===== config.mk =====
export PLATFORM = sky130hd
export DESIGN_NAME = alu_stage_flat
export DESIGN_NICKNAME = d
export VERILOG_FILES = /design/src/rtl/alu_stage_if.sv /design/src/rtl/alu_stage.sv /design/src/flat_wrapper.sv
export SDC_FILE = /design/constraint.sdc
export NUM_CORES = 1
export LEC_CHECK = 0
export BUFFER_PORTS_ARGS = -buffer_cell sky130_fd_sc_hd__buf_4
export CORE_ASPECT_RATIO = 0.5
export CORE_MARGIN = 2
export CORE_UTILIZATION = 30
export CTS_CLUSTER_DIAMETER = 60
export CTS_CLUSTER_SIZE = 10
export DETAILED_ROUTE_END_ITERATION = 7
export HOLD_SLACK_MARGIN = 0.06
export PLACE_DENSITY_LB_ADDON = 0.12
export SLEW_MARGIN = 20
export SYNTH_ARGS = -nofsm -noshare
export SYNTH_HDL_FRONTEND = slang
export SYNTH_SLANG_ARGS = --single-unit

===== constraint.sdc =====
create_clock -name clk_in -period 12.42 [get_ports clk_in]
set_clock_uncertainty 0.1 [all_clocks]
set_input_delay 2.484 -clock clk_in [delete_from_list [all_inputs] [get_ports clk_in]]
set_output_delay 2.484 -clock clk_in [all_outputs]
set_load 0.01 [all_outputs]

===== src/rtl/alu_stage_if.sv =====
// Issue / CDB bus between the reservation station, commit logic and the ALU stage.
// The master modport is the environment side; the slave modport is the ALU itself.
interface alu_stage_if;
    logic        _clear;
    logic        _alu_ready;
    logic [4:0]  _alu_type;
    logic [4:0]  _alu_rob_id;
    logic [31:0] _alu_r1;
    logic [31:0] _alu_r2;
    logic        _alu_full;
    logic        _cdb_grant;
    logic        _cdb_ready;
    logic [4:0]  _cdb_rob_id;
    logic [31:0] _cdb_value;

    modport master (
        output _clear, _alu_ready, _alu_type, _alu_rob_id, _alu_r1, _alu_r2, _cdb_grant,
        input  _alu_full, _cdb_ready, _cdb_rob_id, _cdb_value
    );

    modport slave (
        input  _clear, _alu_ready, _alu_type, _alu_rob_id, _alu_r1, _alu_r2, _cdb_grant,
        output _alu_full, _cdb_ready, _cdb_rob_id, _cdb_value
    );
endinterface


===== src/rtl/alu_stage.sv =====
// ALU stage: issue register S feeding a 2-entry result FIFO whose head drives the CDB.
// Optional build macro ALU_STAGE_BYPASS_EN removes S and computes straight from the
// issue bus into the FIFO on the accept edge (1-edge latency instead of 2).
module alu_stage (
    input  logic      clk_in,
    input  logic      rst_in,
    input  logic      rdy_in,
    alu_stage_if.slave bus
);

    function automatic logic [31:0] alu_calc(input logic [4:0] op,
                                             input logic [31:0] a,
                                             input logic [31:0] b);
        logic [31:0] r;
        r = '0;
        case (op)
            5'd0:    r = a + b;
            5'd1:    r = a - b;
            5'd2:    r = a & b;
            5'd3:    r = a | b;
            5'd4:    r = a ^ b;
            5'd5:    r = a << b[4:0];
            5'd6:    r = a >> b[4:0];
            5'd7:    r = 32'($signed(a) >>> b[4:0]);
            5'd8:    r = {31'd0, $signed(a) < $signed(b)};
            5'd9:    r = {31'd0, a < b};
            5'd10:   r = {31'd0, a == b};
            5'd11:   r = {31'd0, a != b};
            5'd12:   r = {31'd0, $signed(a) < $signed(b)};
            5'd13:   r = {31'd0, $signed(a) >= $signed(b)};
            5'd14:   r = {31'd0, a < b};
            5'd15:   r = {31'd0, a >= b};
            default: r = '0;
        endcase
        return r;
    endfunction

    // FIFO state
    logic [1:0]  cnt_q, cnt_d;
    logic        rd_q, rd_d, wr_q, wr_d;
    logic [4:0]  fifo_tag_q [2];
    logic [31:0] fifo_val_q [2];

    logic clr, pop, accept, push;
    logic [4:0]  op_sel, tag_sel;
    logic [31:0] a_sel, b_sel, result;

    // Clear only acts while the stage is enabled; it overrides accept, push and pop.
    assign clr    = rdy_in & bus._clear;
    assign pop    = rdy_in & ~bus._clear & (cnt_q != 2'd0) & bus._cdb_grant;
    assign accept = rdy_in & ~bus._clear & bus._alu_ready & ~bus._alu_full;

`ifdef ALU_STAGE_BYPASS_EN
    assign push    = accept;
    assign op_sel  = bus._alu_type;
    assign tag_sel = bus._alu_rob_id;
    assign a_sel   = bus._alu_r1;
    assign b_sel   = bus._alu_r2;
    assign bus._alu_full = (cnt_q == 2'd2);
`else
    logic        s_vld_q, s_vld_d;
    logic [4:0]  s_type_q, s_type_d, s_tag_q, s_tag_d;
    logic [31:0] s_r1_q, s_r1_d, s_r2_q, s_r2_d;

    // S drains into the FIFO whenever a slot is free, counting the same-edge pop.
    assign push    = rdy_in & ~bus._clear & s_vld_q & ((cnt_q != 2'd2) | pop);
    assign op_sel  = s_type_q;
    assign tag_sel = s_tag_q;
    assign a_sel   = s_r1_q;
    assign b_sel   = s_r2_q;
    // Conservative: a pending pop is not credited, so full never depends on grant.
    assign bus._alu_full = (cnt_q == 2'd2) | ((cnt_q == 2'd1) & s_vld_q);

    // S next-state: clear wins, then a new accept, then drain on push.
    always_comb begin
        s_vld_d  = s_vld_q;
        s_type_d = s_type_q;
        s_tag_d  = s_tag_q;
        s_r1_d   = s_r1_q;
        s_r2_d   = s_r2_q;
        if (clr) begin
            s_vld_d = 1'b0;
        end else if (accept) begin
            s_vld_d  = 1'b1;
            s_type_d = bus._alu_type;
            s_tag_d  = bus._alu_rob_id;
            s_r1_d   = bus._alu_r1;
            s_r2_d   = bus._alu_r2;
        end else if (push) begin
            s_vld_d = 1'b0;
        end
    end

    // S register
    always_ff @(posedge clk_in or posedge rst_in) begin
        if (rst_in) begin
            s_vld_q  <= 1'b0;
            s_type_q <= '0;
            s_tag_q  <= '0;
            s_r1_q   <= '0;
            s_r2_q   <= '0;
        end else begin
            s_vld_q  <= s_vld_d;
            s_type_q <= s_type_d;
            s_tag_q  <= s_tag_d;
            s_r1_q   <= s_r1_d;
            s_r2_q   <= s_r2_d;
        end
    end
`endif

    assign result = alu_calc(op_sel, a_sel, b_sel);

    // FIFO pointer/count next-state
    always_comb begin
        cnt_d = cnt_q;
        rd_d  = rd_q;
        wr_d  = wr_q;
        if (clr) begin
            cnt_d = '0;
            rd_d  = 1'b0;
            wr_d  = 1'b0;
        end else begin
            if (push) wr_d = ~wr_q;
            if (pop)  rd_d = ~rd_q;
            case ({push, pop})
                2'b10:   cnt_d = cnt_q + 2'd1;
                2'b01:   cnt_d = cnt_q - 2'd1;
                default: cnt_d = cnt_q;
            endcase
        end
    end

    // FIFO pointers, count and storage
    always_ff @(posedge clk_in or posedge rst_in) begin
        if (rst_in) begin
            cnt_q <= '0;
            rd_q  <= 1'b0;
            wr_q  <= 1'b0;
            fifo_tag_q[0] <= '0;
            fifo_tag_q[1] <= '0;
            fifo_val_q[0] <= '0;
            fifo_val_q[1] <= '0;
        end else begin
            cnt_q <= cnt_d;
            rd_q  <= rd_d;
            wr_q  <= wr_d;
            if (push) begin
                fifo_tag_q[wr_q] <= tag_sel;
                fifo_val_q[wr_q] <= result;
            end
        end
    end

    // Head is gated so an empty FIFO broadcasts zeros.
    assign bus._cdb_ready  = (cnt_q != 2'd0);
    assign bus._cdb_rob_id = bus._cdb_ready ? fifo_tag_q[rd_q] : '0;
    assign bus._cdb_value  = bus._cdb_ready ? fifo_val_q[rd_q] : '0;

endmodule

===== src/flat_wrapper.sv =====
// flat-port wrapper written by rule: the top's interface ports become plain ports
module alu_stage_flat 
  (clk_in, rst_in, rdy_in, bus__clear, bus__alu_ready, bus__alu_type, bus__alu_rob_id, bus__alu_r1, bus__alu_r2, bus__cdb_grant, bus__alu_full, bus__cdb_ready, bus__cdb_rob_id, bus__cdb_value);
  alu_stage_if bus_i ();
  input  logic clk_in;
  input  logic rst_in;
  input  logic rdy_in;
  input wire logic [$bits(bus_i._clear)-1:0] bus__clear;
  input wire logic [$bits(bus_i._alu_ready)-1:0] bus__alu_ready;
  input wire logic [$bits(bus_i._alu_type)-1:0] bus__alu_type;
  input wire logic [$bits(bus_i._alu_rob_id)-1:0] bus__alu_rob_id;
  input wire logic [$bits(bus_i._alu_r1)-1:0] bus__alu_r1;
  input wire logic [$bits(bus_i._alu_r2)-1:0] bus__alu_r2;
  input wire logic [$bits(bus_i._cdb_grant)-1:0] bus__cdb_grant;
  output wire logic [$bits(bus_i._alu_full)-1:0] bus__alu_full;
  output wire logic [$bits(bus_i._cdb_ready)-1:0] bus__cdb_ready;
  output wire logic [$bits(bus_i._cdb_rob_id)-1:0] bus__cdb_rob_id;
  output wire logic [$bits(bus_i._cdb_value)-1:0] bus__cdb_value;
  assign bus_i._clear = bus__clear;
  assign bus_i._alu_ready = bus__alu_ready;
  assign bus_i._alu_type = bus__alu_type;
  assign bus_i._alu_rob_id = bus__alu_rob_id;
  assign bus_i._alu_r1 = bus__alu_r1;
  assign bus_i._alu_r2 = bus__alu_r2;
  assign bus_i._cdb_grant = bus__cdb_grant;
  assign bus__alu_full = bus_i._alu_full;
  assign bus__cdb_ready = bus_i._cdb_ready;
  assign bus__cdb_rob_id = bus_i._cdb_rob_id;
  assign bus__cdb_value = bus_i._cdb_value;
  alu_stage u_core (.clk_in(clk_in), .rst_in(rst_in), .rdy_in(rdy_in), .bus(bus_i));
endmodule

Word-level counts from Yosys, hierarchy flattened
Cells that the tools add are included.
- input bits: 80
- register bits after elaboration: 153
- output and inout bits: 39
- multiplexer cells: 24
- $add $sub $neg: 4
- equality and inequality tests: 22
- bitwise logic cells: 21
- shift operators: 3
- reductions and logical operators: 10
- $lt $le $gt $ge: 7
- operators by type and width (operator ; number):
    one-hot mux 32 bit (14 select lines) ; 1
    2-to-1 mux 32 bit ; 5
    bitwise mux 64 bit ; 1
    greater-or-equal comparator 32 bit ; 2
    less-than comparator 32 bit ; 2
    == test 5 x 4 -> 1 bit (second input constant) ; 8
    adder 32 bit ; 1
    AND 32 bit ; 1
    demux 32 bit (select 1 bit) ; 1
    == test 32 bit ; 1
    inequality test 32 bit ; 1
    OR 32 bit ; 1
    left shift 32 x 5 -> 32 bit ; 1
    >> shifter 32 x 5 -> 32 bit ; 1
    >>> shifter 32 x 5 -> 32 bit ; 1
    subtractor 32 bit ; 1
    bitwise XOR 32 bit ; 1
    2-to-1 mux 5 bit ; 5
    == test 5 x 3 -> 1 bit (second input constant) ; 4
    bitwise mux 10 bit ; 1
    == test 5 x 2 -> 1 bit (second input constant) ; 2
    AND 1 bit ; 9
    2-to-1 mux 1 bit ; 7
    nonzero test 2 bit ; 3
    other kinds (19) ; 30

Depth between registers and ports, before layout
- depth in word-level cells: 9
- mapped depth: 15

Worst setup path before layout
OpenSTA, ideal clock, no wires.
- kind: reg2out
- start: reg u_core.rd_q
- end: out bus__cdb_rob_id[0]
- cell stages (with the launch flop): 6
- required time: 9.836 ns
- arrival time: 1.620 ns
- buffers on the path: 3
- slack: 8.216 ns
- cell sequence: dfrtp_1 -> clkbuf_1 -> clkbuf_1 -> clkbuf_1 -> mux2i_1 -> nor2_1
- word-level cells in the longest chain between the ends: 5
- RTL lines (element ; line ; text):
    start, declared ; alu_stage.sv:40 ; logic rd_q, rd_d, wr_q, wr_d;
    start signal, assigned ; alu_stage.sv:146 ; rd_q <= rd_d;
    inverter 1 -> 2 bit (not written as such) ; alu_stage.sv:157 ; assign bus._cdb_rob_id = bus._cdb_ready ? fifo_tag_q[rd_q] : '0;
    2-to-1 mux 5 bit (not written as such) (3 in series) ; alu_stage.sv:157 ;
    2-to-1 mux 5 bit ; alu_stage.sv:157 ;
    end, declared ; flat_wrapper.sv:17 ; output wire logic [$bits(bus_i._cdb_rob_id)-1:0] bus__cdb_rob_id;
No other way between the ends. The select of a mux whose other input is x is not followed.

Worst setup path after layout
- start: reg u_core.s_r2_q[2], in the netlist u_core.b_sel[2]
- end: reg u_core.fifo_val_q[27] (netlist name)
- word-level cells in the longest chain between the ends: 3
- elaborated cells between the ends (all ways): 7
- those cells by class: add/sub (2); shift (3); mux (2)
- RTL lines (element ; line ; text):
    start, declared ; alu_stage.sv:63 ; logic [31:0] s_r1_q, s_r1_d, s_r2_q, s_r2_d;
    start signal, assigned ; alu_stage.sv:107 ; s_r2_q <= s_r2_d;
    subtractor 32 bit (tied with other cells) ; alu_stage.sv:18 ; 5'd1: r = a - b;
    one-hot mux 32 bit (14 select lines) (*) ; alu_stage.sv:16 ; case (op)
    bitwise mux 64 bit (*) ; alu_stage.sv:150 ; fifo_val_q[wr_q] <= result;
    end signal, assigned by index ; alu_stage.sv:150 ;
    end, declared ; alu_stage.sv:42 ; logic [31:0] fifo_val_q [2];
Every way passes the cells marked *; elsewhere a longest branch is shown, timed or not.
A chain may end at the register's enable or synchronous reset.

==> qor.csv <==
metric,value,unit
ant_nets,0,
crit_path_start_kind,register,
ir_drop,108.9,µV
worst_slack,7.438,ns
synth.most_common_cell,nand2_1,
power.leakage,7.174,nW
grt_pass1_vias,13950,
cts_setup_buffers,0,
cts_buffers,17,
synth.yosys.seq_area_share,25.04,%
firstDrtPassIters,6,
crit_arrival,5.17,ns
drv_slew,0,
io_buffers,118,
crit_type,register to register,
grtUsageTotal,24.51,%
relSlewSlack,22.68,%
synth_common_cells,"nand2_1 (278), o21ai_0 (198), nor2_1 (187), dfrtp_1 (153), a21oi_1 (137)",
routabilityCongestion,0.9537,
syn_area,15290,µm²
pin_count,119,
wl_per_cell,24.62,µm
vias,15270,
synth-async-reset-ratio,100.0,%
yosysWarnings,0,
drt_wl_total,65180,µm
p_comb_share,69.5,%
clock_sinks,153,
synth.distinct_cells,93,
hold_slack,0.3762,ns
cap_violations,0,
first_iter_violations,1944,
initial_utilization,30.41,%
place_hpwl,49570,µm
cts.path.max_buffers,2,
synth_xor_area_share,0.4009,%
synth-main-ff-cell,dfrtp_1,
p_switching,2.831,mW
syn_to_final_growth,12.82,%
die_area,52900,µm²
p_clk_share,10.9,%
required,12.61,ns
finalSetupTns,0,ns
htreeDepth,4,
worstMarginPinSlew,1.153,ns
cts_resized,0,
cts_hold_buf,0,
std_cell_rows,58,
grt_max_degree,86,
synth_top_family_by_area,compound AO/OA/AOI/OAI gates,
root_buffer,clkbuf_16,
cts_tree,yes,
swShare,56.42,%
antenna_found_initial,4,
syn-num-nets,2105,
rsz0062_at_grt,no,
period_share,40.12,%
hold_violations,0,
intPower,2.187,mW
path_clk_slew,0.07,ns
ys_ff_latch,153,
worstHoldPathType,register to register,
nets,2128,
vias_per_cell,5.768,
post-place-ws,7.520,ns
setup_viol,0,
seq_power_share,19.6,%
end_kind,register,
core_area,50290,µm²
netlist_instances,1920,
fin_crit,4.982,ns
fmax,200.7,MHz
synth_edf_count,0,
clock_latency,0.47,ns
crit_path_max_fanout,67,
grt_pass1_wl,95500,µm
synth-adder-area-share,8.690,%
die_height,163.6,µm
synth_top_cell_area_share,25.04,%
nFillCells,5361,
drcViolationCount,0,
synth-compound-area-share,26.12,%
status,finished clean,
synth_area_per_cell,7.964,µm²
synth_simple_gate_area_share,18.26,%
grt-ovfl-total,0,
synth_top_area_cell,dfrtp_1,
drive_gt1_share,15.24,%
die_x,323.3,µm
muxShareOfSynthArea,14.65,%
p_per_area,290.9,nW/µm²
ys_top_cells_by_area,"dfrtp_1 (25%), ha_1 (8.4%), mux4_2 (7.8%)",
power by group through the flow:
stage / registers [mW] / clock network (mW) / logic (mW)
detailed placement: 0.990 / 0 / 3.38
floorplan: 0.844 / 0 / 2.35
finish: 0.985 / 0.548 / 3.49
global placement: 0.985 / 0 / 3.40
CTS: 0.979 / 0.563 / 3.39
global route: 1.01 / 0.581 / 3.74
cells by family (layout without fill, tap and decap cells):
logic type / after synthesis / in the layout
simple gates: 640 / 640
compound gates: 614 / 614
buf+inv: 248 / 284
mux: 153 / 153
flops: 153 / 153
fa+ha+maj: 105 / 105
xor+xnor: 7 / 7
other cells: 0 / 1
layout make-up:
type / count / area, µm² / area share, %
Antenna cell: 1 / 2.502 / 0.01451
Inverter: 105 / 399.1 / 2.314
Sequential cell: 153 / 3837 / 22.24
Clock buffer: 17 / 425.4 / 2.466
Tap cell: 690 / 863.3 / 5.004
Clock inverter: 15 / 181.4 / 1.052
Timing Repair Buffer: 147 / 1101 / 6.382
Multi-Input combinational cell: 1519 / 10440 / 60.52
flip-flops by register name, summed over array words and instances (netlist names):
| signal | count |
|---|---|
| u_core.cnt_q | 2 |
| u_core.a_sel | 32 |
| u_core.fifo_val_q | 64 |
| u_core.s_tag_q | 5 |
| u_core.op_sel | 5 |
| u_core.rd_q | 1 |
| u_core.fifo_tag_q | 10 |
| u_core.b_sel | 32 |
| u_core.s_vld_q | 1 |
| u_core.wr_q | 1 |
stage by stage:
step	area, µm²	total power, mW	utilization, %	cells
after detailed placement	16630	4.370	33.07	2613
after global routing	17250	5.340	34.30	2646
after global placement	16620	4.387	33.06	2612
after CTS	17240	4.937	34.27	2645
after floorplan	15290	3.199	-	1920
final	17250	5.018	34.30	2647
layer usage:
metal  global-route usage, %  share of wire, %  routed length (µm)  vias up
met4                   4.651               1.4                 894        2
met1                   37.28                49               31980     7602
met2                   33.47                40               25970      580
li1                        -                 -                   -     7031
met3                   7.402               9.7                6318       54
met5                       0             0.018                  12        -
layout by cell type (no fill, tap or decap), types with 14 or more instances in the layout:
cell and instances:
nand2_1 277, o21ai_0 198, nor2_1 185, dfrtp_1 148, buf_4 145, a21oi_1 137, ha_1 103, inv_1 101
mux2i_1 79, mux4_2 53, nor3_1 39, nand3_1 33, a211oi_1 26, o211ai_1 24, or3_1 19, mux2_2 19
a31oi_1 19, a221oi_1 18, nor4_1 18, o221ai_1 18, o31ai_1 17, clkbuf_16 17, a21o_1 14
worst paths after layout:
| check | from | endpoint | slack (ns) | depth (start not counted) |
|---|---|---|---|---|
| max in group asynchronous | rst_in | u_core.b_sel[1]$_DFFE_PP0P_ | 8.39 | 4 |
| worst min register to register | u_core.fifo_tag_q[5]$_DFFE_PP0P_ | u_core.fifo_tag_q[5]$_DFFE_PP0P_ | 0.38 | 2 |
| min in group asynchronous | rst_in | u_core.rd_q$_DFFE_PP0P_ | 1.91 | 2 |
| worst min-delay path | u_core.fifo_tag_q[5]$_DFFE_PP0P_ | u_core.fifo_tag_q[5]$_DFFE_PP0P_ | 0.38 | 2 |
| worst max-delay path | u_core.b_sel[2]$_DFFE_PP0P_ | u_core.fifo_val_q[27]$_DFFE_PP0P_ | 7.44 | 12 |
| worst max register to register | u_core.b_sel[2]$_DFFE_PP0P_ | u_core.fifo_val_q[27]$_DFFE_PP0P_ | 7.44 | 12 |
critical path: stages, from the launching register on:
cell       delay, ns
dfrtp_2         0.34
buf_4           0.54
inv_2           0.57
ha_1            0.59
o211ai_1        0.20
o21ai_0         0.24
o211ai_1        0.50
a211oi_1        0.16
o21ai_0         0.63
nand2_1         0.23
mux2i_1         0.17
a2111oi_2       0.38
o21ai_0         0.13
(Power assumes the default switching activity.)
